--- src/rtl/mul_div_stim_gen.sv ---
// PRNG-driven operand/op-select generator for the floating-point mul/div datapath.
// Runs a programmed number of operations, each offered over a valid/ready handshake.
module mul_div_stim_gen #(
  parameter int unsigned WIDTH   = 32,
  parameter int unsigned COUNT_W = 16,
  parameter logic [63:0] SEED    = 64'h0000_0000_0000_0001
) (
  input  logic               clk,
  input  logic               arst,
  input  logic               start,
  input  logic [1:0]         mode,
  input  logic [1:0]         sel_mode,
  input  logic [COUNT_W-1:0] num_ops,
  input  logic               abort,
  input  logic               o_ready,
  output logic               o_valid,
  output logic [WIDTH-1:0]   a,
  output logic [WIDTH-1:0]   b,
  output logic               sel,
  output logic               busy,
  output logic               done,
  output logic [COUNT_W-1:0] ops_sent
);

  localparam logic [63:0] SEED_INIT = (SEED == 64'h0) ? 64'h1 : SEED;

  typedef enum logic [1:0] {S_IDLE, S_LOAD, S_SEND, S_DONE} state_t;

  state_t             state;
  logic [63:0]        prng;
  logic [63:0]        s_next;
  logic [1:0]         mode_q;
  logic [1:0]         sel_mode_q;
  logic [COUNT_W-1:0] num_q;
  logic [COUNT_W-1:0] ops_inc;
  logic [WIDTH-1:0]   ra;
  logic [WIDTH-1:0]   rb;
  logic [WIDTH-1:0]   gen_a;
  logic [WIDTH-1:0]   gen_b;
  logic               gen_sel;
  logic               accept;
  logic               last;

  function automatic logic [63:0] xorshift64(input logic [63:0] x);
    logic [63:0] t;
    t = x;
    t = t ^ (t << 13);
    t = t ^ (t >> 7);
    t = t ^ (t << 17);
    return t;
  endfunction

  function automatic logic [WIDTH-1:0] special_val(input logic [1:0] idx);
    logic [WIDTH-1:0] v;
    case (idx)
      2'd0:    v = '0;
      2'd1:    v = WIDTH'(1);
      2'd2:    v = {1'b1, {(WIDTH-1){1'b0}}};
      default: v = '1;
    endcase
    return v;
  endfunction

  // Next operation is always derived from the stepped state, so LOAD and
  // accept-in-SEND share the same generation path.
  always_comb begin
    s_next = xorshift64(prng);
    ra     = s_next[WIDTH-1:0];
    rb     = s_next[63:64-WIDTH];
    gen_a  = ra;
    gen_b  = rb;
    case (mode_q)
      2'd1: if (ra < rb) begin
        gen_a = rb;
        gen_b = ra;
      end
      2'd2: if (ra > rb) begin
        gen_a = rb;
        gen_b = ra;
      end
      2'd3: begin
        gen_a = special_val(s_next[1:0]);
        gen_b = special_val(s_next[3:2]);
      end
      default: ;
    endcase
  end

  always_comb begin
    gen_sel = 1'b0;
    case (sel_mode_q)
      2'd0:    gen_sel = 1'b0;
      2'd1:    gen_sel = 1'b1;
      2'd2:    gen_sel = (state == S_SEND) ? ~sel : 1'b0;
      default: gen_sel = s_next[63];
    endcase
  end

  always_comb begin
    accept  = o_valid & o_ready;
    ops_inc = ops_sent + COUNT_W'(1);
    last    = (ops_inc == num_q);
  end

  always_ff @(posedge clk or negedge arst) begin
    if (!arst) begin
      state      <= S_IDLE;
      prng       <= SEED_INIT;
      mode_q     <= '0;
      sel_mode_q <= '0;
      num_q      <= '0;
      o_valid    <= 1'b0;
      a          <= '0;
      b          <= '0;
      sel        <= 1'b0;
      busy       <= 1'b0;
      done       <= 1'b0;
      ops_sent   <= '0;
    end else begin
      done <= 1'b0;
      case (state)
        S_IDLE: begin
          if (start) begin
            mode_q     <= mode;
            sel_mode_q <= sel_mode;
            num_q      <= num_ops;
            ops_sent   <= '0;
            if (num_ops == '0) begin
              done  <= 1'b1;
              state <= S_DONE;
            end else begin
              busy  <= 1'b1;
              state <= S_LOAD;
            end
          end
        end
        S_LOAD: begin
          prng    <= s_next;
          a       <= gen_a;
          b       <= gen_b;
          sel     <= gen_sel;
          o_valid <= 1'b1;
          state   <= S_SEND;
        end
        S_SEND: begin
          if (accept) ops_sent <= ops_inc;
          // A same-cycle accept is counted above before abort ends the run.
          if ((accept && last) || abort) begin
            o_valid <= 1'b0;
            busy    <= 1'b0;
            done    <= 1'b1;
            state   <= S_DONE;
          end else if (accept) begin
            prng <= s_next;
            a    <= gen_a;
            b    <= gen_b;
            sel  <= gen_sel;
          end
        end
        S_DONE:  state <= S_IDLE;
        default: state <= S_IDLE;
      endcase
    end
  end

endmodule

--- config.mk ---
export PLATFORM = sky130hd
export DESIGN_NAME = mul_div_stim_gen
export DESIGN_NICKNAME = d
export VERILOG_FILES = /design/src/rtl/mul_div_stim_gen.sv
export SDC_FILE = /design/constraint.sdc
export NUM_CORES = 1
export LEC_CHECK = 0
export ABC_AREA = 1
export CAP_MARGIN = 5
export CELL_PAD_IN_SITES_DETAIL_PLACEMENT = 0
export CELL_PAD_IN_SITES_GLOBAL_PLACEMENT = 1
export CORE_AREA = 2 2 206 208
export DETAILED_ROUTE_END_ITERATION = 10
export DIE_AREA = 0 0 208 210
export PLACE_DENSITY_LB_ADDON = 0.1
export SLEW_MARGIN = 40
export SYNTH_ARGS = -nofsm -noshare
export SYNTH_HDL_FRONTEND = slang
export SYNTH_SLANG_ARGS = --single-unit
--- constraint.sdc ---
create_clock -name clk -period 6.7 [get_ports clk]
set_input_delay 0.67 -clock clk [delete_from_list [all_inputs] [get_ports clk]]
set_output_delay 0.67 -clock clk [all_outputs]
set_load 0.03 [all_outputs]
# Yosys cells after proc, flatten, opt, wreduce, memory -nomap -nowiden

Cells that the tools add are included.

Logic and storage cells: 91
Output and inout port bits: 84
Register bits after elaboration: 170
Bits of input ports: 25

Reduce and logical (&&, ||, !) cells: 15
Order comparisons: 2
Equal/unequal tests: 18
Add/sub/neg operators: 1
Bitwise gates (word level): 5
Mux-type cells: 38

Operator list:

| cell                                                                   | number |
|---|---|
| 32-bit case mux with 3 select lines                                    | 4 |
| 32-bit two-way mux                                                     | 8 |
| 64-bit two-way mux                                                     | 2 |
| 32-bit case mux with 2 select lines                                    | 2 |
| 64-bit case mux with 2 select lines                                    | 1 |
| 64-bit XOR                                                             | 2 |
| 64-bit by 57-bit XOR with 64-bit output                                | 1 |
| 32-bit greater-than comparator                                         | 1 |
| 32-bit less-than comparator                                            | 1 |
| 16-bit two-way mux                                                     | 2 |
| 16-bit case mux with 2 select lines                                    | 1 |
| 16-bit by 1-bit adder with 16-bit output (second input constant)       | 1 |
| 16-bit equality test                                                   | 1 |
| 16-bit zero test                                                       | 1 |
| 2-bit equality test (second input constant)                            | 7 |
| 2-bit by 1-bit equality test with 1-bit output (second input constant) | 5 |
| 1-bit two-way mux                                                      | 9 |
| 2-bit zero test                                                        | 4 |
| 2-bit != test (second input constant)                                  | 4 |
| 1-bit case mux with 2 select lines                                     | 4 |
| 2-bit case mux with 4 select lines                                     | 1 |
| 2-bit two-way mux                                                      | 3 |
| 2-bit AND reduction                                                    | 3 |
| 3-bit AND reduction                                                    | 2 |
| 8 further kinds                                                        | 9 |

# Longest topological paths before layout

Depth in word-level cells: 9
Depth in mapped cells: 25

# Worst setup path after synthesis

Ideal clock, no wire load.

Path type: reg2reg
From: register prng[18]
To: register b[6]
Cell stages (with the launch flop): 19
Setup slack: 3287 ps
Data required time: 6583 ps
Clock period less this slack: 3413 ps
Data arrival time: 3296 ps
Path through: dfrtp_1 -> or2_2 -> nand2_1 -> xor2_1 -> xor2_1 -> inv_1 -> ha_1 -> nand4_1 -> inv_1 -> nand4_1 -> a21oi_1 -> a2111oi_2 -> nand2_2 -> buf_2 -> buf_4 -> o211ai_1 -> nand3_1 -> nand2_1 -> nand2_1

Longest elaborated chain between the ends: 9

RTL lines:

| what                                                                                 | line   | RTL |
|---|---|---|
| from (decl)                                                                          | 30     | `logic [63:0] prng;` |
| from (signal assigned)                                                               | 138    | `prng <= s_next;` |
| from (signal assigned)                                                               | 154    | `prng <= s_next;` |
| 64-bit XOR *                                                                         | 47     | `t = t ^ (t << 13);` |
| 64-bit by 57-bit XOR with 64-bit output *                                            | 48     | `t = t ^ (t >> 7);` |
| 64-bit XOR *                                                                         | 49     | `t = t ^ (t << 17);` |
| named net s_next[11]                                                                 | 31     | `logic [63:0] s_next;` |
| 32-bit greater-than comparator / 32-bit less-than comparator (equally long branches) | 77, 73 |  |
| 32-bit two-way mux, on equally long branches                                         | 77, 73 |  |
| 32-bit case mux with 3 select lines *                                                | 72     | `case (mode_q)` |
| 32-bit two-way mux                                                                   | 153    | `end else if (accept) begin` |
| 32-bit two-way mux                                                                   | 148    | `if ((accept && last) \|\| abort) begin` |
| 32-bit case mux with 2 select lines *                                                | 121    | `case (state)` |
| to (signal assigned)                                                                 | 140    | `b <= gen_b;` |
| to (signal assigned)                                                                 | 156    | `b <= gen_b;` |
| to (decl)                                                                            | 18     | `output logic [WIDTH-1:0] b,` |

The timed path passes the listed nets; every way through them passes the cells marked *. The select of a mux whose other input is x is not followed.
A chain may end at the register's enable or synchronous reset.

# Final worst setup path

From: register prng[35]
To: register a[3]

Longest elaborated chain between the ends: 9

RTL lines:

| what                                                                                 | line   | RTL |
|---|---|---|
| 64-bit XOR *                                                                         | 47     |  |
| 64-bit by 57-bit XOR with 64-bit output *                                            | 48     |  |
| 64-bit XOR *                                                                         | 49     |  |
| 32-bit greater-than comparator / 32-bit less-than comparator (equally long branches) | 77, 73 |  |
| 32-bit two-way mux, on equally long branches                                         | 77, 73 |  |
| 32-bit case mux with 3 select lines *                                                | 72     |  |
| 32-bit two-way mux                                                                   | 153    |  |
| 32-bit two-way mux                                                                   | 148    |  |
| 32-bit case mux with 2 select lines *                                                | 121    |  |
| to (signal assigned)                                                                 | 139    | `a <= gen_a;` |
| to (signal assigned)                                                                 | 155    | `a <= gen_a;` |
| to (decl)                                                                            | 17     | `output logic [WIDTH-1:0] a,` |

Every way passes the cells marked *; elsewhere a longest branch is shown, timed or not. The select of a mux whose other input is x is not followed.

==> flow_summary.ini <==
[routing]
drt-initial-drc-count = 934
drt-wirelength-per-cell_um = 19.18
vias_per_cell = 4.911
vias = 11700
wl_mm = 45.71
first_pass_iters = 5
drc_errors = 0
ant_nets = 0

[clock_tree]
cts.sinks = 170
cts_resized = 0
cts_tree = built
cts_max_level = 4
cts_hold_buf = 0
clk-insertion-delay-late_ns = 0.46
path_clk_slew_ns = 0.08
clockBufferDepth = 2
cts-root-buf = clkbuf_16
postCtsSetupRepairBufs = 0
cts-buffers-inserted = 17

[grt]
grt_pass1_wl_mm = 71.26
track_usage = 0.2132
grt-ovfl-total = 0
antenna_found_initial = 0
grt_pass1_vias = 11310
grt_max_degree = 81

[floorplanning]
fp-row-count = 75
die_area_um2 = 43680
coreArea_um2 = 41480
die_height_um = 210
io_pins = 109
die_x_um = 208
start_util = 0.2959

[sta]
rsz0062_at_grt = false
finClkSkew_ns = 0.01284
finalSetupTns_ns = 0
finalSetupViolCount = 0
hold_viol_final = 0
slew_viol_final = 0
period_share = 0.7080
clock.fmax_ghz = 0.2108
finalCriticalPeriod_ns = 4.743
relSlewSlack = 0.4181
worst_pin_slew_ns = 0.8666

[synth]
synth_cell_type_count = 36
syn_inst = 1772
seq_area_frac_synth = 0.3468
synth-warning-count = 0
synth.cell_area_um2 = 12270
syn_nets = 1831
syn_avg_cell_area_um2 = 6.925
synth_edf_count = 0
async_flop_share = 1.000
ys_seq_elements = 170
synth_flop_cell = dfrtp_1

[place]
gp_congestion = 0.8398
dp_hpwl_mm = 31.61
post-place-cells = 2350
post_dp_cell_area_um2 = 13850
port-buffer-count = 108

[power]
p_total_w = 0.005044
irDropWorstVdd_mv = 0.3627
leakage_nw = 7.251
power_density_nw_per_um2 = 349.4

[critical_path]
required_ns = 7.06
slowest_stage = xor2_1
critPathBufInv = 3
arrival_ns = 5.10
path_common_cell = nand2_1
crit_path_end_kind = flip-flop
worst_path_largest_cell_delay_ns = 0.55
path_cells = xnor2_1 > xor2_1 > xnor2_1 > inv_1 > ha_1 > nand2_1 > nor3_1 > nand4_1 > nor2_1 > nand2_2 > buf_4 > nand2_2 > buf_4 > nand2_1 > nand3_1 > nand3_1 > nand2_1 > nand2_1
crit_path_max_fanout = 63
critPathTopFamily = simple AND/OR/NAND/NOR gates
path_class = flip-flop to flip-flop
start_kind = flip-flop

[final_layout]
final_cells = 2383
area_growth_pct = 17.64
antenna_cells = 0
post-route-util = 0.3481
fin_nets = 1890
fin_area_um2 = 14440
final_layout_size_suffix_gt1_frac = 0.04772

[flow_run]
drv_cap = 0

[worst_hold_path]
min_path_type = primary input to async pin

[status]
status = finished, final reports clean
-- metrics by stage --
stage / setup slack, ns / hold slack, ns
finish: 1.957 / 0.2533
global placement: 1.957 / 0.4638
detailed placement: 1.957 / 0.4659
floorplan: 3.287 / 0.3744
global route: 1.687 / 0.2964
CTS: 1.910 / 0.3017
-- path summary, 6_finish.rpt --
path / startpoint / depth (start not counted) / slack [ns] / end
worst max-delay path: prng[35] / 18 / 1.96 / a[3]
worst min-delay path: arst / 1 / 0.25 / b[21]
worst max register to register: prng[35] / 18 / 1.96 / a[3]
worst min register to register: b[8] / 2 / 0.48 / b[8]
max in group asynchronous: arst / 2 / 5.38 / prng[9]
min in group clk: b[8] / 2 / 0.48 / b[8]
-- registers in the layout, indices dropped and copies added, names as in the netlist --
| register | cells |
|---|---|
| o_valid | 1 |
| num_q | 16 |
| sel_mode_q | 2 |
| prng | 64 |
| mode_q | 2 |
| done | 1 |
| sel | 1 |
| busy | 1 |
| state | 2 |
| a | 32 |
| ops_sent | 16 |
| b | 32 |
-- cells by family (layout without fill, tap and decap cells) --
kind of cell | after synthesis | in the layout | synth area share
AND/OR/NAND/NOR | 1027 | 1027 | 0.3527
buffers and inverters | 231 | 303 | 0.08146
flip-flops | 170 | 170 | 0.3468
XOR/XNOR | 168 | 168 | 0.1205
AO/OA/AOI/OAI | 142 | 142 | 0.06393
adder cells (fa/ha/maj) | 34 | 34 | 0.03467
-- power by group --
part	switching, W	internal (W)
combinational	0.00183	0.000814
sequential	0.000157	0.00125
clock	0.000490	0.000499
-- Yosys cell counts, types with 13 or more instances --
cell / count / share of area
nand2_1: 524 / 0.16
o21ai_0: 38 / 0.015
nor2_1: 169 / 0.052
a21oi_1: 18 / 0.0073
o21ai_1: 54 / 0.022
nand3_1: 291 / 0.12
dfrtp_1: 169 / 0.34
xor2_1: 81 / 0.058
ha_1: 34 / 0.035
inv_1: 133 / 0.041
buf_2: 22 / 0.0090
nand4_1: 19 / 0.0097
o22ai_1: 13 / 0.0066
buf_4: 26 / 0.016
xnor2_1: 86 / 0.061
clkbuf_1: 45 / 0.014
-- layer usage --
metal,vias to the layer above,part of all wire,track usage
met5,-,0,0
met4,0,0.025,0.06872
met3,55,0.045,0.03010
met2,288,0.45,0.3366
met1,5545,0.48,0.3008
li1,5814,-,-
-- cells in the final DEF (no fill, tap or decap), types with 21 or more instances in the layout --
cell type,netlist,final
buf_4,26,21
xnor2_1,86,82
dfrtp_1,169,169
o21ai_0,38,38
ha_1,34,34
xor2_1,81,80
clkdlybuf4s50_1,0,107
nand2_1,524,522
o21ai_1,54,54
nor2_1,169,167
inv_1,133,132
nand3_1,291,291
-- final cells by class --
| class | instances | area [um^2] |
|---|---|---|
| Fill cell | 4501 | 27040 |
| Multi-Input combinational cell | 1371 | 7109 |
| Sequential cell | 170 | 4255 |
| Timing Repair Buffer | 134 | 1333 |
| Tap cell | 539 | 674.4 |
| Inverter | 137 | 515.5 |
| Clock buffer | 20 | 456.7 |
| Clock inverter | 12 | 92.59 |
No activity file was read; power rests on OpenSTA's default activity.
